File: config.mk
export PLATFORM = sky130hd
export DESIGN_NAME = msrv32_wb_ctrl_pipe_flat
export DESIGN_NICKNAME = d
export VERILOG_FILES = /design/src/rtl/msrv32_wb_ctrl_pipe_if.sv /design/src/rtl/msrv32_wb_ctrl_pipe.sv /design/src/flat_wrapper.sv
export SDC_FILE = /design/constraint.sdc
export NUM_CORES = 1
export LEC_CHECK = 0
export CAP_MARGIN = 40
export CELL_PAD_IN_SITES_DETAIL_PLACEMENT = 0
export CELL_PAD_IN_SITES_GLOBAL_PLACEMENT = 1
export CORE_AREA = 2 2 157 159
export CTS_CLUSTER_DIAMETER = 150
export CTS_CLUSTER_SIZE = 14
export DETAILED_ROUTE_END_ITERATION = 16
export DIE_AREA = 0 0 159 161
export PLACE_DENSITY_LB_ADDON = 0.1
export SLEW_MARGIN = 20
export SYNTH_ARGS = -nofsm -noshare
export SYNTH_HDL_FRONTEND = slang
export SYNTH_SLANG_ARGS = --single-unit
export TNS_END_PERCENT = 30
File: constraint.sdc
create_clock -name ms_riscv32_mp_clk_in -period 2.68 [get_ports ms_riscv32_mp_clk_in]
set_input_delay 0.804 -clock ms_riscv32_mp_clk_in [delete_from_list [all_inputs] [get_ports ms_riscv32_mp_clk_in]]
set_output_delay 0.804 -clock ms_riscv32_mp_clk_in [all_outputs]
set_load 0.02 [all_outputs]
File: src/rtl/msrv32_wb_ctrl_pipe_if.sv
// Handshake and payload bundle between stage 2 and the write-back control
// register. The slave side is the pipeline register. The master side is the
// producer/consumer pair around it.
interface msrv32_wb_ctrl_pipe_if #(
  parameter int XLEN   = 32,
  parameter int CSR_AW = 12
);
  logic              valid_in;
  logic              ready_out;
  logic              rf_wr_en_in;
  logic              csr_wr_en_in;
  logic [4:0]        rd_addr_in;
  logic [CSR_AW-1:0] csr_addr_in;
  logic [2:0]        wb_mux_sel_in;
  logic [2:0]        csr_op_in;
  logic [XLEN-1:0]   pc_in;
  logic [XLEN-1:0]   alu_result_in;
  logic              ready_in;
  logic              valid_out;
  logic              rf_wr_en_reg_out;
  logic              csr_wr_en_reg_out;
  logic [4:0]        rd_addr_reg_out;
  logic [CSR_AW-1:0] csr_addr_reg_out;
  logic [2:0]        wb_mux_sel_reg_out;
  logic [2:0]        csr_op_reg_out;
  logic [XLEN-1:0]   pc_reg_out;
  logic [XLEN-1:0]   alu_result_reg_out;
  logic              instret_inc_out;

  modport slave (
    input  valid_in, rf_wr_en_in, csr_wr_en_in, rd_addr_in, csr_addr_in,
           wb_mux_sel_in, csr_op_in, pc_in, alu_result_in, ready_in,
    output ready_out, valid_out, rf_wr_en_reg_out, csr_wr_en_reg_out,
           rd_addr_reg_out, csr_addr_reg_out, wb_mux_sel_reg_out,
           csr_op_reg_out, pc_reg_out, alu_result_reg_out, instret_inc_out
  );

  modport master (
    output valid_in, rf_wr_en_in, csr_wr_en_in, rd_addr_in, csr_addr_in,
           wb_mux_sel_in, csr_op_in, pc_in, alu_result_in, ready_in,
    input  ready_out, valid_out, rf_wr_en_reg_out, csr_wr_en_reg_out,
           rd_addr_reg_out, csr_addr_reg_out, wb_mux_sel_reg_out,
           csr_op_reg_out, pc_reg_out, alu_result_reg_out, instret_inc_out
  );
endinterface

File: src/rtl/msrv32_wb_ctrl_pipe.sv
// Stage-2 to write-back control register, built as a 2-entry skid buffer.
// MAIN drives the outputs. SKID catches one entry while downstream stalls, so
// ready_out depends only on registered state. Flush kills both entries.
module msrv32_wb_ctrl_pipe #(
  parameter int XLEN   = 32,
  parameter int CSR_AW = 12
) (
  input  logic                ms_riscv32_mp_clk_in,
  input  logic                ms_riscv32_mp_rst_in,
  input  logic                flush_in,
  msrv32_wb_ctrl_pipe_if.slave bus
);

  typedef struct packed {
    logic              rf_wr_en;
    logic              csr_wr_en;
    logic [4:0]        rd_addr;
    logic [CSR_AW-1:0] csr_addr;
    logic [2:0]        wb_mux_sel;
    logic [2:0]        csr_op;
    logic [XLEN-1:0]   pc;
    logic [XLEN-1:0]   alu_result;
  } entry_t;

  entry_t in_ent;
  entry_t main_q, main_d;
  entry_t skid_q, skid_d;
  logic   main_valid_q, main_valid_d;
  logic   skid_valid_q, skid_valid_d;
  logic   accept;
  logic   drain;

  assign in_ent = {bus.rf_wr_en_in, bus.csr_wr_en_in, bus.rd_addr_in,
                   bus.csr_addr_in, bus.wb_mux_sel_in, bus.csr_op_in,
                   bus.pc_in, bus.alu_result_in};

  assign bus.ready_out = !skid_valid_q;
  assign accept        = bus.valid_in & !skid_valid_q & !flush_in;
  assign drain         = main_valid_q & bus.ready_in;

  // Next-state for both entries. SKID is always older than the input, so it
  // refills MAIN first. SKID empties before the block accepts again.
  always_comb begin
    main_d       = main_q;
    skid_d       = skid_q;
    main_valid_d = main_valid_q;
    skid_valid_d = skid_valid_q;
    if (flush_in) begin
      main_valid_d = 1'b0;
      skid_valid_d = 1'b0;
    end else if (!main_valid_q) begin
      if (accept) begin
        main_d       = in_ent;
        main_valid_d = 1'b1;
      end
    end else if (drain) begin
      if (skid_valid_q) begin
        main_d       = skid_q;
        skid_valid_d = 1'b0;
      end else if (accept) begin
        main_d = in_ent;
      end else begin
        main_valid_d = 1'b0;
      end
    end else if (accept) begin
      skid_d       = in_ent;
      skid_valid_d = 1'b1;
    end
  end

  // Entry registers. Reset clears the valid bits and the payload.
  always_ff @(posedge ms_riscv32_mp_clk_in) begin
    if (ms_riscv32_mp_rst_in) begin
      main_q       <= '0;
      skid_q       <= '0;
      main_valid_q <= 1'b0;
      skid_valid_q <= 1'b0;
    end else begin
      main_q       <= main_d;
      skid_q       <= skid_d;
      main_valid_q <= main_valid_d;
      skid_valid_q <= skid_valid_d;
    end
  end

  assign bus.valid_out          = main_valid_q;
  assign bus.rf_wr_en_reg_out   = main_valid_q & main_q.rf_wr_en;
  assign bus.csr_wr_en_reg_out  = main_valid_q & main_q.csr_wr_en;
  assign bus.rd_addr_reg_out    = main_q.rd_addr;
  assign bus.csr_addr_reg_out   = main_q.csr_addr;
  assign bus.wb_mux_sel_reg_out = main_q.wb_mux_sel;
  assign bus.csr_op_reg_out     = main_q.csr_op;
  assign bus.pc_reg_out         = main_q.pc;
  assign bus.alu_result_reg_out = main_q.alu_result;
  // Retire only on a real hand-off. Flush and reset both suppress the pulse.
  assign bus.instret_inc_out    = drain & !flush_in & !ms_riscv32_mp_rst_in;

endmodule
File: src/flat_wrapper.sv
// flat-port wrapper written by rule: the top's interface ports become plain ports
module msrv32_wb_ctrl_pipe_flat 
#(
  parameter int XLEN   = 32,
  parameter int CSR_AW = 12
)
  (ms_riscv32_mp_clk_in, ms_riscv32_mp_rst_in, flush_in, bus_valid_in, bus_rf_wr_en_in, bus_csr_wr_en_in, bus_rd_addr_in, bus_csr_addr_in, bus_wb_mux_sel_in, bus_csr_op_in, bus_pc_in, bus_alu_result_in, bus_ready_in, bus_ready_out, bus_valid_out, bus_rf_wr_en_reg_out, bus_csr_wr_en_reg_out, bus_rd_addr_reg_out, bus_csr_addr_reg_out, bus_wb_mux_sel_reg_out, bus_csr_op_reg_out, bus_pc_reg_out, bus_alu_result_reg_out, bus_instret_inc_out);
  msrv32_wb_ctrl_pipe_if #(.XLEN(XLEN), .CSR_AW(CSR_AW)) bus_i ();
  input  logic ms_riscv32_mp_clk_in;
  input  logic ms_riscv32_mp_rst_in;
  input  logic flush_in;
  input wire logic [$bits(bus_i.valid_in)-1:0] bus_valid_in;
  input wire logic [$bits(bus_i.rf_wr_en_in)-1:0] bus_rf_wr_en_in;
  input wire logic [$bits(bus_i.csr_wr_en_in)-1:0] bus_csr_wr_en_in;
  input wire logic [$bits(bus_i.rd_addr_in)-1:0] bus_rd_addr_in;
  input wire logic [$bits(bus_i.csr_addr_in)-1:0] bus_csr_addr_in;
  input wire logic [$bits(bus_i.wb_mux_sel_in)-1:0] bus_wb_mux_sel_in;
  input wire logic [$bits(bus_i.csr_op_in)-1:0] bus_csr_op_in;
  input wire logic [$bits(bus_i.pc_in)-1:0] bus_pc_in;
  input wire logic [$bits(bus_i.alu_result_in)-1:0] bus_alu_result_in;
  input wire logic [$bits(bus_i.ready_in)-1:0] bus_ready_in;
  output wire logic [$bits(bus_i.ready_out)-1:0] bus_ready_out;
  output wire logic [$bits(bus_i.valid_out)-1:0] bus_valid_out;
  output wire logic [$bits(bus_i.rf_wr_en_reg_out)-1:0] bus_rf_wr_en_reg_out;
  output wire logic [$bits(bus_i.csr_wr_en_reg_out)-1:0] bus_csr_wr_en_reg_out;
  output wire logic [$bits(bus_i.rd_addr_reg_out)-1:0] bus_rd_addr_reg_out;
  output wire logic [$bits(bus_i.csr_addr_reg_out)-1:0] bus_csr_addr_reg_out;
  output wire logic [$bits(bus_i.wb_mux_sel_reg_out)-1:0] bus_wb_mux_sel_reg_out;
  output wire logic [$bits(bus_i.csr_op_reg_out)-1:0] bus_csr_op_reg_out;
  output wire logic [$bits(bus_i.pc_reg_out)-1:0] bus_pc_reg_out;
  output wire logic [$bits(bus_i.alu_result_reg_out)-1:0] bus_alu_result_reg_out;
  output wire logic [$bits(bus_i.instret_inc_out)-1:0] bus_instret_inc_out;
  assign bus_i.valid_in = bus_valid_in;
  assign bus_i.rf_wr_en_in = bus_rf_wr_en_in;
  assign bus_i.csr_wr_en_in = bus_csr_wr_en_in;
  assign bus_i.rd_addr_in = bus_rd_addr_in;
  assign bus_i.csr_addr_in = bus_csr_addr_in;
  assign bus_i.wb_mux_sel_in = bus_wb_mux_sel_in;
  assign bus_i.csr_op_in = bus_csr_op_in;
  assign bus_i.pc_in = bus_pc_in;
  assign bus_i.alu_result_in = bus_alu_result_in;
  assign bus_i.ready_in = bus_ready_in;
  assign bus_ready_out = bus_i.ready_out;
  assign bus_valid_out = bus_i.valid_out;
  assign bus_rf_wr_en_reg_out = bus_i.rf_wr_en_reg_out;
  assign bus_csr_wr_en_reg_out = bus_i.csr_wr_en_reg_out;
  assign bus_rd_addr_reg_out = bus_i.rd_addr_reg_out;
  assign bus_csr_addr_reg_out = bus_i.csr_addr_reg_out;
  assign bus_wb_mux_sel_reg_out = bus_i.wb_mux_sel_reg_out;
  assign bus_csr_op_reg_out = bus_i.csr_op_reg_out;
  assign bus_pc_reg_out = bus_i.pc_reg_out;
  assign bus_alu_result_reg_out = bus_i.alu_result_reg_out;
  assign bus_instret_inc_out = bus_i.instret_inc_out;
  msrv32_wb_ctrl_pipe #(.XLEN(XLEN), .CSR_AW(CSR_AW)) u_core (.ms_riscv32_mp_clk_in(ms_riscv32_mp_clk_in), .ms_riscv32_mp_rst_in(ms_riscv32_mp_rst_in), .flush_in(flush_in), .bus(bus_i));
endmodule
==> results of run 1 <==
how the worst min path moves through the flow:
stage                                              from                       endpoint  slack [ps]  cells past startpoint
after floorplan                       u_core.main_q[87]              u_core.main_q[87]         440                      2
after global placement                u_core.main_q[88]              u_core.main_q[88]         450                      2
after detailed placement              u_core.main_q[88]              u_core.main_q[88]         460                      2
after CTS                             u_core.main_q[88]              u_core.main_q[88]         470                      2
after global routing          u_core.bus.pc_reg_out[16]      u_core.bus.pc_reg_out[16]         480                      2
final                     u_core.bus.rd_addr_reg_out[1]  u_core.bus.rd_addr_reg_out[1]         460                      2
cells in the final DEF, fill, tap and decap left out, drive strengths merged, types with 2 or more instances in the layout:
cell / synthesis / final
a21bo: 88 / 88
dfxtp: 180 / 180
a21oi: 179 / 179
nor3: 2 / 2
clkinv: 0 / 2
clkdlybuf4s50: 0 / 182
and2: 2 / 2
buf: 144 / 34
a2111o: 88 / 88
o31ai: 89 / 89
clkbuf: 102 / 22
inv: 2 / 10
o21ai: 89 / 89
nand3: 178 / 178
metrics by stage:
| stage | cell area (um2) | hold slack (ps) | utilization |
|---|---|---|---|
| floorplan | 9850 | 439 | - |
| global route | 11900 | 484 | 0.495 |
| detailed placement | 11300 | 456 | 0.470 |
| global placement | 11300 | 448 | 0.470 |
| finish | 11900 | 461 | 0.495 |
| CTS | 11900 | 465 | 0.495 |
flip-flops by register name (all words and copies together) (netlist names):
| register | flops |
|---|---|
| u_core.skid_q | 89 |
| u_core.bus.alu_result_reg_out | 32 |
| u_core.bus.pc_reg_out | 32 |
| u_core.bus.csr_addr_reg_out | 12 |
| u_core.bus.rd_addr_reg_out | 5 |
| u_core.bus.csr_op_reg_out | 3 |
| u_core.bus.wb_mux_sel_reg_out | 3 |
| u_core.main_q | 2 |
| u_core.bus.valid_out | 1 |
| u_core.skid_valid_q | 1 |
final cells by class:
cell class              count  area (um2)  area share
repair buffers            218        2310       0.195
clock inverters            12         133      0.0112
well taps                 324         405      0.0342
clock buffers              20         467      0.0394
diodes                      1        2.50    0.000211
flip-flops and latches    180        3610       0.305
multi-input cells         725        4920       0.415
inverters                   2        8.76    0.000739
repair_timing:
action / in CTS / in global routing
hold buffers: 0 / 0
resized for setup: 1 / 3
setup endpoints to repair: 1 / 1
tightest hold or removal path: stages (launching register included):
cell     delay (ps)
dfxtp_1         310
o31ai_1          60
a21oi_1          50
cells by family after synthesis:
family,after synthesis,share of synthesized area
buffers and inverters,248,0.139
multiplexers,1,0.00140
flip-flops,180,0.366
AO/OA/AOI/OAI,536,0.396
AND/OR/NAND/NOR,188,0.0975
routing by layer:
layer	track usage	vias to the layer above	wire length, um
li1	-	4248	-
met1	0.309	4173	13900
met2	0.322	179	12400
met3	0.0331	16	1020
met4	0.0529	0	285
met5	0	-	0
power groups by stage:
stage	combinational [mW]	clock, mW	sequential (mW)
after floorplan	0.604	0	2.84
after global placement	0.929	0	2.85
after detailed placement	0.928	0	2.85
after CTS	0.933	2.68	2.79
after global routing	0.996	2.78	2.80
final	0.928	2.60	2.79
==> impl_metrics.py, run 1 <==
metrics = {
    "outcome": {
        "status": "complete, no violations",
    },
    "setup_path": {
        "end_kind": "output port",
        "r2r_setup_slack_ps": 710,
        "arrival_ps": 1740,
        "slowest_delay_ps": 650,
        "cpMaxStageDelayCell": "clkdlybuf4s50_1",
        "critical_path_class": "flip-flop to output port",
        "r2r-start": "u_core.bus.valid_out",
        "r2r-end": "u_core.bus.alu_result_reg_out[3]",
        "startpoint": "u_core.bus.valid_out",
        "crit_path_end": "bus_csr_wr_en_reg_out",
        "path_delay_family": "buffers and inverters",
        "crit_buf_inv": 1,
        "rr_worst_depth": 4,
        "worstPathCellList": "and2_1 -> clkdlybuf4s50_1",
        "crit_path_max_fanout": 18,
        "start_kind": "flip-flop",
        "cp.required_ps": 1880,
        "worstSetupPathDepth": 2,
    },
    "floorplanning": {
        "die-area_um2": 25600,
        "start_util": 0.411,
        "die_x_um": 159,
        "die_h_um": 161,
        "rows": 57,
        "io_pins": 186,
        "core_area_um2": 24000,
    },
    "timing": {
        "period_share": 0.948,
        "setup_violations": 0,
        "fin_setup_tns_ps": 0,
        "relSlewSlack": 0.294,
        "max_clock_freq_mhz": 394,
        "finalMaxSlewViolations": 0,
        "finalHoldViolCount": 0,
        "tightest_slew_ps": 1060,
        "fin_crit_ps": 2540,
        "rsz0062_at_grt": "false",
        "fin_ws_ps": 140,
        "skew_ps": 14.6,
    },
    "logic_synthesis": {
        "syn-num-nets": 1247,
        "ys_ff_latch": 180,
        "syn_area_um2": 9850,
        "synth_edf_count": 0,
        "synthTopCellsByCount": "180 x dfxtp_1, 179 x a21oi_1, 178 x nand3_1, 102 x clkbuf_1, 91 x buf_4",
        "synth_cells": 1153,
        "yosys.area.top_type": "dfxtp_1",
        "ys_top_cells_by_area": "dfxtp_1 37%, a2111o_1 10%, a21oi_1 9.1%, nand3_1 9.0%, buf_4 6.9%",
        "netlist-cell-type-count": 27,
        "yosys.cell_count.top_type": "dfxtp_1",
        "synthArstFlopShare": 0,
        "yosysTopAreaCellShare": 0.366,
        "avgSynthCellArea_um2": 8.55,
        "yosys_warnings": 0,
        "ys.flop_type": "dfxtp_1",
        "ys_seq_area_frac": 0.366,
    },
    "drt": {
        "drc": 0,
        "vias_per_cell": 5.81,
        "vias": 8616,
        "finalWirelength_um": 27600,
        "ant_nets": 0,
        "initialDrtViolationCount": 696,
        "wire_per_inst_um": 18.6,
        "drtPass1Iterations": 5,
    },
    "power_and_ir_drop": {
        "ir_worst_vdd_mv": 0.311,
        "p_per_area_nw_per_um2": 533,
        "pwr-share-seq": 0.442,
        "sw_frac_of_total": 0.275,
        "p_clk_frac": 0.411,
        "combPwrFrac": 0.147,
        "leakage_nw": 3.93,
        "power.internal_mw": 4.58,
        "switchingPower_mw": 1.74,
        "p_total_mw": 6.32,
    },
    "clock_network": {
        "h-tree-depth": 4,
        "cts_buffer_depth": 2,
        "cts_setup_buffers": 0,
        "cts-buffers-inserted": 17,
        "cts_tree": "yes",
        "numClockSinks": 180,
        "path_clk_slew_ps": 80,
        "clockRootBuffer": "clkbuf_16",
        "clk_latency_ps": 430,
    },
    "placement": {
        "hpwl_um": 14600,
        "gp_congestion": 0.717,
        "post-place-cells": 1449,
        "port-buffer-count": 185,
        "post-place-ws_ps": -240,
    },
    "global_route": {
        "grt_pass1_vias": 8119,
        "grt_usage": 0.210,
        "overflow": 0,
        "antenna_found_initial": 1,
        "grt_max_degree": 181,
        "grt_pass1_wl_um": 44900,
    },
    "min_path": {
        "worstHoldPathType": "flip-flop to flip-flop",
    },
    "layout": {
        "nets": 1238,
        "nFillCells": 2348,
        "drive_gt1_frac": 0.119,
        "syn_to_final_growth_pct": 20.3,
        "fin_cells": 1482,
    },
    "job": {
        "maxCapViolCount": 0,
    },
}
Note: power is estimated with default switching activity, not from simulation.
==> run 2: changes to the inputs <==
- CORE_AREA: 2 2 157 159 -> 2 2 169 171
- DIE_AREA: 0 0 159 161 -> 0 0 171 173
- PLACE_DENSITY: not set -> 0.78
- PLACE_DENSITY_LB_ADDON: 0.1 -> not set
- clock period: 2.68 -> 2.15 ns (I/O delays scaled with it)
==> impl_metrics.py, run 2 (synthesized netlist as in run 1, its figures left out) <==
metrics = {
    "outcome": {
        "status": "complete, no violations",
    },
    "drt": {
        "finalWirelength_um": 27900,
        "ant_nets": 0,
        "drc": 0,
        "vias": 8732,
        "wire_per_inst_um": 18.0,
        "initialDrtViolationCount": 632,
        "vias_per_cell": 5.63,
        "drtPass1Iterations": 5,
    },
    "setup_path": {
        "r2r-end": "u_core.bus.alu_result_reg_out[12]",
        "slowest_delay_ps": 630,
        "r2r_setup_slack_ps": 190,
        "cpMaxStageDelayCell": "clkdlybuf4s50_1",
        "path_delay_family": "buffers and inverters",
        "start_kind": "flip-flop",
        "startpoint": "u_core.bus.alu_result_reg_out[5]",
        "crit_path_max_fanout": 2,
        "end_kind": "output port",
        "arrival_ps": 1430,
        "cp.required_ps": 1500,
        "rr_worst_depth": 6,
        "critical_path_class": "flip-flop to output port",
        "r2r-start": "u_core.bus.valid_out",
        "crit_buf_inv": 1,
        "worstPathCellList": "clkdlybuf4s50_1",
    },
    "min_path": {
        "whs_path_depth": 2,
        "worstHoldPathType": "flip-flop to flip-flop",
        "hold_start": "u_core.bus.pc_reg_out[10]",
        "min_to": "u_core.bus.pc_reg_out[10]",
    },
    "floorplanning": {
        "start_util": 0.357,
        "die-area_um2": 29600,
        "rows": 61,
        "io_pins": 186,
        "die_x_um": 171,
        "core_area_um2": 27600,
        "die_h_um": 173,
    },
    "layout": {
        "top_register": "u_core.skid_q",
        "fin_area_um2": 12100,
        "mostFrequentLayoutCells": "179 x a21oi_1, 178 x nand3_1, 178 x dfxtp_1",
        "drive_gt1_frac": 0.131,
        "syn_to_final_growth_pct": 23.2,
        "largest_register_ffs": 89,
        "antenna_cells": 0,
        "layout_commonest_cell": "a21oi_1",
        "nets": 1255,
    },
    "timing": {
        "finalMaxSlewViolations": 0,
        "max_clock_freq_mhz": 482,
        "relSlewSlack": 0.439,
        "tightest_slew_ps": 841,
        "setup_violations": 0,
        "fin_crit_ps": 2070,
        "finalHoldViolCount": 0,
        "skew_ps": 10.7,
        "period_share": 0.965,
        "whs_ps": 465,
        "rsz0062_at_grt": "false",
    },
    "global_route": {
        "grt_usage": 0.184,
        "overflow": 0,
        "grt_pass1_vias": 8425,
        "grt_pass1_wl_um": 45100,
        "grt_max_degree": 152,
        "antenna_found_initial": 1,
    },
    "job": {
        "maxCapViolCount": 0,
    },
    "clock_network": {
        "cts_buffer_depth": 2,
        "clk_latency_ps": 420,
        "path_clk_slew_ps": 70,
        "cts_tree": "yes",
        "clockRootBuffer": "clkbuf_16",
        "cts_setup_buffers": 0,
        "h-tree-depth": 4,
        "cts-buffers-inserted": 17,
        "numClockSinks": 180,
    },
    "power_and_ir_drop": {
        "p_per_area_nw_per_um2": 640,
        "leakage_nw": 4.04,
        "ir_worst_vdd_mv": 0.335,
    },
    "placement": {
        "gp_congestion": 0.724,
        "port-buffer-count": 185,
        "hpwl_um": 16200,
        "placed_area_um2": 11600,
    },
}
-- run 2: cell count changes in the layout (fill, tap and decap cells not counted), moves of 3 or more --
cell / before / now
inv_6: 6 / 3
dlygate4sd2_1: 0 / 4
clkdlybuf4s50_1: 182 / 177
clkbuf_8: 4 / 1
clkbuf_1: 0 / 3
buf_12: 17 / 27
buf_4: 16 / 23
-- run 2: through the flow --
stage	setup TNS (ps)	power (mW)	cells	worst slack, ps	util
2_1_floorplan	0	4.29	1153	32.1	-
3_3_place_gp	-27060	4.77	1520	-626	0.420
3_5_place_dp	-32110	4.77	1520	-626	0.420
4_1_cts	0	7.87	1552	18.2	0.440
5_1_grt	0	8.07	1552	5.53	0.439
6_report	0	7.77	1552	75.4	0.439
-- run 2: final cells by class --
class / count / area [um2]
fillers: 2740 / 15500
multi-input cells: 725 / 4930
flip-flops and latches: 180 / 3610
repair buffers: 235 / 2560
well taps: 378 / 473
clock buffers: 20 / 437
clock inverters: 12 / 121
inverters: 2 / 8.76
-- run 2: power by group --
group,switching [mW],internal (mW)
Combinational,0.628,0.584
Clock,1.45,1.62
Sequential,0.0548,3.42
-- run 2: what timing repair did --
action | in CTS | in global routing
gates resized for setup | 9 | 1
hold buffers | 0 | 0
endpoints found under the setup margin | 5 | 1
-- run 2: worst min-delay path: cells and delay by family (launching register included) --
kind,cells,cell delay [ps]
AOI/OAI and AO/OA,2,110
DFF,1,310
-- run 2: worst max path at each step --
stage	endpoint	slack, ps	cells past startpoint
after floorplan	bus_instret_inc_out	30	4
after global placement	bus_instret_inc_out	-630	4
after detailed placement	bus_instret_inc_out	-630	4
after CTS	bus_instret_inc_out	20	4
after global routing	bus_pc_reg_out[27]	6	1
final	bus_alu_result_reg_out[5]	80	1
-- run 2: per-layer routing --
layer	GRT usage	share of wire
met5	0	0
met4	0.0427	0.010
met3	0.0396	0.061
met2	0.291	0.46
met1	0.256	0.47
==> run 3: changes to the inputs <==
- CORE_AREA: 2 2 169 171 -> 2 2 188 153
- CTS_CLUSTER_SIZE: 14 -> 12
- DIE_AREA: 0 0 171 173 -> 0 0 190 155
==> impl_metrics.py, run 3 (synthesized netlist as in run 1, its figures left out) <==
metrics = {
    "setup_path": {
        "path_delay_family": "buffers and inverters",
        "crit_buf_inv": 1,
        "worstPathCellList": "clkdlybuf4s50_1",
        "cpMaxStageDelayCell": "clkdlybuf4s50_1",
        "r2r-end": "u_core.bus.pc_reg_out[26]",
        "arrival_ps": 1460,
        "r2r_setup_slack_ps": 160,
        "slowest_delay_ps": 630,
        "crit_path_max_fanout": 2,
        "rr_worst_depth": 5,
        "critical_path_class": "flip-flop to output port",
        "start_kind": "flip-flop",
        "cp.required_ps": 1500,
        "r2r-start": "u_core.bus.valid_out",
        "end_kind": "output port",
    },
    "layout": {
        "mostFrequentLayoutCells": "179 x a21oi_1, 178 x nand3_1, 178 x dfxtp_1",
        "largest_register_ffs": 89,
        "nFillCells": 2733,
        "top_register": "u_core.skid_q",
        "layout_commonest_cell": "a21oi_1",
        "drive_gt1_frac": 0.120,
        "syn_to_final_growth_pct": 21.5,
        "seq_area_um2": 3610,
        "nets": 1239,
        "multi_input_area_um2": 4930,
    },
    "global_route": {
        "grt_max_degree": 114,
        "antenna_found_initial": 1,
        "grt_usage": 0.188,
        "grt_pass1_vias": 8143,
        "overflow": 0,
        "grt_pass1_wl_um": 45200,
    },
    "power_and_ir_drop": {
        "ir_worst_vdd_mv": 0.529,
        "leakage_nw": 4.00,
        "p_per_area_nw_per_um2": 666,
    },
    "floorplanning": {
        "rows": 55,
        "die_h_um": 155,
        "die_x_um": 190,
        "die-area_um2": 29500,
        "core_area_um2": 27700,
        "io_pins": 186,
        "start_util": 0.355,
    },
    "timing": {
        "tightest_slew_ps": 721,
        "whs_ps": 468,
        "finalMaxSlewViolations": 0,
        "rsz0062_at_grt": "false",
        "fin_ws_ps": 49.5,
        "finalHoldViolCount": 0,
        "period_share": 0.977,
        "skew_ps": 13.0,
        "relSlewSlack": 0.519,
        "fin_crit_ps": 2100,
        "max_clock_freq_mhz": 476,
        "setup_violations": 0,
    },
    "placement": {
        "gp_congestion": 0.696,
        "port-buffer-count": 185,
        "hpwl_um": 15600,
        "post-place-ws_ps": -620,
    },
    "clock_network": {
        "clk_latency_ps": 440,
        "cts_buffer_depth": 2,
        "numClockSinks": 180,
        "clockRootBuffer": "clkbuf_16",
        "cts-buffers-inserted": 17,
        "path_clk_slew_ps": 70,
        "h-tree-depth": 4,
        "cts_tree": "yes",
    },
    "min_path": {
        "min_to": "u_core.bus.rd_addr_reg_out[2]",
        "hold_start": "u_core.bus.rd_addr_reg_out[2]",
        "whs_path_depth": 2,
        "worstHoldPathType": "flip-flop to flip-flop",
    },
    "drt": {
        "drtPass1Iterations": 5,
        "finalWirelength_um": 28400,
        "vias_per_cell": 5.76,
        "drc": 0,
        "initialDrtViolationCount": 768,
        "vias": 8795,
        "wire_per_inst_um": 18.6,
        "ant_nets": 0,
    },
    "outcome": {
        "status": "complete, no violations",
    },
    "job": {
        "maxCapViolCount": 0,
    },
}
==> run 3: per-layer routing <==
layer / up-vias / wire length, um / global-route usage
met5: - / 0 / 0
met4: 0 / 200 / 0.0380
met3: 14 / 1780 / 0.0417
met2: 242 / 12600 / 0.285
met1: 4301 / 13800 / 0.273
li1: 4238 / - / -
==> run 3: area by class of cell <==
| cell class | count | share of cell area |
|---|---|---|
| Tap cell | 370 | 0.0387 |
| Sequential cell | 180 | 0.302 |
| Timing Repair Buffer | 219 | 0.197 |
| Inverter | 2 | 0.000732 |
| Antenna cell | 1 | 0.000209 |
| Multi-Input combinational cell | 725 | 0.412 |
| Clock buffer | 18 | 0.0358 |
| Clock inverter | 13 | 0.0145 |
==> run 3: what timing repair did <==
action / 4_1_cts / 5_1_grt
hold endpoints to repair: 0 / 0
setup buffers: 0 / 2
hold buffers: 0 / 0
pin swaps: 0 / 0
setup endpoints to repair: 5 / 37
gates resized for setup: 9 / 5
==> run 3: worst max path at each step <==
stage                                startpoint                   endpoint  slack [ps]  cells past startpoint
6_report       u_core.bus.alu_result_reg_out[1]  bus_alu_result_reg_out[1]          50                      1
5_1_grt        u_core.bus.alu_result_reg_out[1]  bus_alu_result_reg_out[1]           1                      1
4_1_cts                            bus_ready_in        bus_instret_inc_out          20                      4
3_5_place_dp                       bus_ready_in        bus_instret_inc_out        -620                      4
3_3_place_gp                       bus_ready_in        bus_instret_inc_out        -670                      4
2_1_floorplan                          flush_in        bus_instret_inc_out          30                      4
==> run 3: power by group <==
part	switching, mW	total (mW)	internal, mW
Sequential	0.0598	3.48	3.42
Clock	1.47	3.31	1.85
Combinational	0.630	1.18	0.548
Total	2.15	7.97	5.82
==> run 3: worst reg2reg max path: stages, from the launching register on <==
cell     delay, ps
dfxtp_4        430
buf_16         370
nor2b_4        360
buf_12         380
o31ai_1        230
a21oi_1        160
==> run 3: metrics by stage <==
stage          TNS, ps  area (um2)  instances  total power [mW]  utilization
2_1_floorplan        0        9870       1153              4.29            -
5_1_grt              0       12000       1527              8.28        0.432
3_3_place_gp    -33670       11300       1494              4.73        0.409
6_report             0       12000       1528              7.97        0.432
3_5_place_dp    -33900       11300       1494              4.73        0.409
4_1_cts              0       11900       1525              8.06        0.431
==> patch 1, RTL diff (flow settings as in run 3) <==
`CSR_AW` is set to 12 in 3 places; all go to 13.
--- a/src/rtl/msrv32_wb_ctrl_pipe_if.sv
+++ b/src/rtl/msrv32_wb_ctrl_pipe_if.sv
@@ -3,7 +3,7 @@
 // producer/consumer pair around it.
 interface msrv32_wb_ctrl_pipe_if #(
   parameter int XLEN   = 32,
-  parameter int CSR_AW = 12
+  parameter int CSR_AW = 13
 );
   logic              valid_in;
   logic              ready_out;
--- a/src/rtl/msrv32_wb_ctrl_pipe.sv
+++ b/src/rtl/msrv32_wb_ctrl_pipe.sv
@@ -3,7 +3,7 @@
 // ready_out depends only on registered state. Flush kills both entries.
 module msrv32_wb_ctrl_pipe #(
   parameter int XLEN   = 32,
-  parameter int CSR_AW = 12
+  parameter int CSR_AW = 13
 ) (
   input  logic                ms_riscv32_mp_clk_in,
   input  logic                ms_riscv32_mp_rst_in,
--- a/src/flat_wrapper.sv
+++ b/src/flat_wrapper.sv
@@ -2,7 +2,7 @@
 module msrv32_wb_ctrl_pipe_flat 
 #(
   parameter int XLEN   = 32,
-  parameter int CSR_AW = 12
+  parameter int CSR_AW = 13
 )
   (ms_riscv32_mp_clk_in, ms_riscv32_mp_rst_in, flush_in, bus_valid_in, bus_rf_wr_en_in, bus_csr_wr_en_in, bus_rd_addr_in, bus_csr_addr_in, bus_wb_mux_sel_in, bus_csr_op_in, bus_pc_in, bus_alu_result_in, bus_ready_in, bus_ready_out, bus_valid_out, bus_rf_wr_en_reg_out, bus_csr_wr_en_reg_out, bus_rd_addr_reg_out, bus_csr_addr_reg_out, bus_wb_mux_sel_reg_out, bus_csr_op_reg_out, bus_pc_reg_out, bus_alu_result_reg_out, bus_instret_inc_out);
   msrv32_wb_ctrl_pipe_if #(.XLEN(XLEN), .CSR_AW(CSR_AW)) bus_i ();
Interface: changed (resized bus_csr_addr_in and bus_csr_addr_reg_out); port bits go from 186 to 188. No check against the original RTL was run, so the function may have changed too.
==> patch 1 against run 3 <==
- count of clock-buffer cells in the layout rose by 1
- non-clock buffer count rose by 32
- sequential share of layout area fell by 1.5 points
- power fell by 2.3%
- critical path depth did not move
- critical endpoint is now bus_alu_result_reg_out[20]
- largest cell class unchanged
- first-iteration DRC count rose by 4.4%
- clock skew rose by 8.1 ps
- synthesized area rose by 7.7%
- sequential cell count rose by 2
- setup slack improved by 29 ps
- routed wire length rose by 12%
- design area rose by 6.3%
==> patch 1: results (changes against run 3) <==
grt:
  grt_max_degree: 95  # -17%
  met3_usage: 0.04827  # +0.006542
  grt_pass1_wl_um: 50450  # +12%
  grt_pass1_vias: 9019  # +11%
  met1_usage: 0.2970  # +0.02390
  grt_use_total: 0.2130  # +0.02504
timing:
  tightest_slew_ps: 654.1  # -66.76 ps
  clock_skew_ps: 21.14  # +8.147 ps
route:
  drtIter0Drc: 802  # +4.4%
  highest_layer: "met5"
  met3_wirelength_um: 1880  # +5.4%
  viasPerCell: 5.968  # +3.7%
  wl_met2_um: 14580  # +15%
  vias: 9393  # +6.8%
setup_path:
  startpoint: "u_core.bus.alu_result_reg_out[20]"
  r2r-start: "u_core.skid_valid_q"
power:
  p_leak_nw: 3.948  # -1.3%
  netSwitchingFraction: 0.2796  # +0.009371
placed_design:
  io_buffers: 187  # +1.1%
  dp_slack_ps: -410.2  # +210.1 ps
  hpwl_um: 18600  # +20%
synth:
  syn_inst: 1177  # +2.1%
  synthTopCellsByCount: "182 x dfxtp_1, 181 x a21oi_1, 92 x buf_4, 91 x nand3_1"
  seq_area_frac_synth: 0.3433  # -0.02239
cells_and_area:
  drive_above_1_share: 0.1656  # +0.04542
status:
  outcome: "complete, no violations"
worst_hold_path:
  hold_start: "u_core.skid_q[31]"
## patch 1: cell types whose count changed in the layout (fill, tap and decap cells not counted), moves of 9 or more
cell	before	now
a2111o_1	88	0
a21bo_1	25	0
a21bo_2	63	0
and4bb_2	0	80
buf_12	18	36
buf_4	15	29
nand3_1	178	91
nand3b_1	1	90
nor4bb_1	0	9
o2111ai_1	0	89
o21ai_0	89	0
o21ai_1	0	80
o21ai_2	0	10
## patch 1: layout make-up
type                    instances  area, um2  share of cell area
clock inverters                13      136.4             0.01071
diodes                          2      5.005           0.0003931
clock buffers                  19      442.9             0.03479
well taps                     370      462.9             0.03636
flip-flops and latches        182       3651              0.2868
multi-input cells             735       5223              0.4102
inverters                       2      8.758           0.0006879
repair buffers                251       2803              0.2201
## patch 1: worst paths after layout
kind,to,slack (ps),cells after the start
max reg2reg,u_core.bus.pc_reg_out[28],370,5
max,bus_alu_result_reg_out[20],80,1
min,u_core.skid_q[31],460,2
min reg2reg,u_core.skid_q[31],460,2
## patch 1: cells by family (layout without fill, tap and decap cells)
logic type,Yosys count,count (layout),share of synthesized area
compound gates,453,453,0.2708
mux,1,1,0.002122
buf+inv,260,285,0.1668
other cells,0,2,0
flops,182,182,0.3433
simple gates,281,281,0.2170
## patch 1: worst min-delay path: stages, from the launching register on
cell and delay (ps):
dfxtp_1 320, o21ai_2 50, a21oi_1 50
## patch 1: power by group through the flow
stage,sequential (mW),clock [mW],combinational (mW)
after floorplan,3.54,0,0.694
after global placement,3.55,0,1.12
after detailed placement,3.55,0,1.12
after CTS,3.47,3.26,1.13
after global routing,3.48,3.41,1.20
final,3.47,3.19,1.13
## patch 1: what timing repair did
action,CTS,global route
gates resized for setup,8,5
pin swaps,0,1
buffers inserted,0,0
setup endpoints to repair,5,4
==> patch 2, RTL diff (config.mk and constraints of run 3) <==
Made on the original files. Reset style: asynchronous (`ms_riscv32_mp_rst_in`), changed in one clocked block.
--- a/src/rtl/msrv32_wb_ctrl_pipe.sv
+++ b/src/rtl/msrv32_wb_ctrl_pipe.sv
@@ -69,7 +69,7 @@
   end
 
   // Entry registers. Reset clears the valid bits and the payload.
-  always_ff @(posedge ms_riscv32_mp_clk_in) begin
+  always_ff @(posedge ms_riscv32_mp_clk_in or posedge ms_riscv32_mp_rst_in) begin
     if (ms_riscv32_mp_rst_in) begin
       main_q       <= '0;
       skid_q       <= '0;
Behaviour: differs if ms_riscv32_mp_rst_in is asserted again (counterexample within 4 cycles, from zero or initial values and one cycle with ms_riscv32_mp_rst_in high); with ms_riscv32_mp_rst_in held inactive, the same outputs for 4 cycles.
==> patch 2 against run 3 <==
- synthesized cell count decreased by 48%
- synthesized area shrank 17%
- setup slack improved by 2.9 ps
- routed wire length is 31% lower
- power increased by 25%
- count of clock-buffer cells in the layout increased by 2
- design area down 11%
- sequential cell count unchanged
- largest cell class is now registers
- largest power group unchanged
==> patch 2: results (changes against run 3) <==
synth:
  synth.area.mux_share: 0.1277  # +0.1263
  synth_compound_area_frac: 0.1969  # -0.1995
  synthTopCellsByCount: "180 x dfrtp_1, 178 x a22o_1, 96 x buf_4, 79 x mux2_2, 18 x clkbuf_1"
  synthTopCellsByArea: "dfrtp_1 55%, a22o_1 19%, mux2_2 11%"
  post_synth_num_cell_types: 20  # -26%
  syn_avg_cell_area_um2: 13.50  # +58%
  synth-async-reset-ratio: 1.000  # +1.000
cells_and_area:
  n_antenna_cell: 0  # -1
  buf_share: 0.2150  # +0.01817
  multiInputGateArea_mm2: 0.002733  # -45%
  area_share_clock_buf_inv: 0.05874  # +0.008370
  num-multi-input-gates: 283  # -61%
  multi_input_area_share: 0.2571  # -0.1545
  nFillCells: 2602  # -4.8%
  seq-cell-share: 0.4239  # +0.1223
  nets: 795  # -36%
placed_design:
  place_area_mm2: 0.01000  # -12%
  dp_cells: 1052  # -30%
power:
  combPwrFrac: 0.214  # +0.066
  p_leak_nw: 4.612  # +15%
  switchingPower_mw: 2.694  # +25%
route:
  drtIter0Drc: 278  # -64%
  viasPerCell: 4.757  # -17%
setup_path:
  r2r-end: "u_core.bus.alu_result_reg_out[3]"
  startpoint: "u_core.bus.wb_mux_sel_reg_out[1]"
  slowest_delay_ps: 660  # +30 ps
  r2r-start: "u_core.bus.valid_out"
grt:
  grt_pass1_vias: 5462  # -33%
  antenna_found_initial: 0  # -1
  grt_use_total: 0.1375  # -0.05049
  grt_max_degree: 55  # -52%
  grt_pass1_wl_um: 31080  # -31%
timing:
  timing.slew.headroom: 0.6581  # +0.1387
  max_freq_mhz: 476.7  # +0.14%
status:
  outcome: "complete, no violations"
[patch 2: cell types whose count changed in the layout (fill, tap and decap cells not counted), sizes merged, moves of 177 or more]
cell / run 3 / this run
dfrtp: 0 / 180
a22o: 0 / 178
dfxtp: 180 / 0
nand3: 178 / 0
a21oi: 179 / 2
[patch 2: power groups by stage]
stage	logic, mW	clock network (mW)	registers [mW]
6_report	2.13	3.35	4.48
5_1_grt	2.28	3.61	4.58
4_1_cts	2.16	3.47	4.48
3_5_place_dp	2.17	0	4.54
3_3_place_gp	2.12	0	4.52
2_1_floorplan	1.59	0	4.42
[patch 2: metal layers]
| layer | track usage | share of wire | vias to the layer above |
|---|---|---|---|
| li1 | - | - | 2365 |
| met1 | 0.1788 | 0.46 | 2640 |
| met2 | 0.2178 | 0.47 | 137 |
| met3 | 0.04692 | 0.067 | 15 |
| met4 | 0.03950 | 0.012 | 0 |
| met5 | 0 | 0 | - |
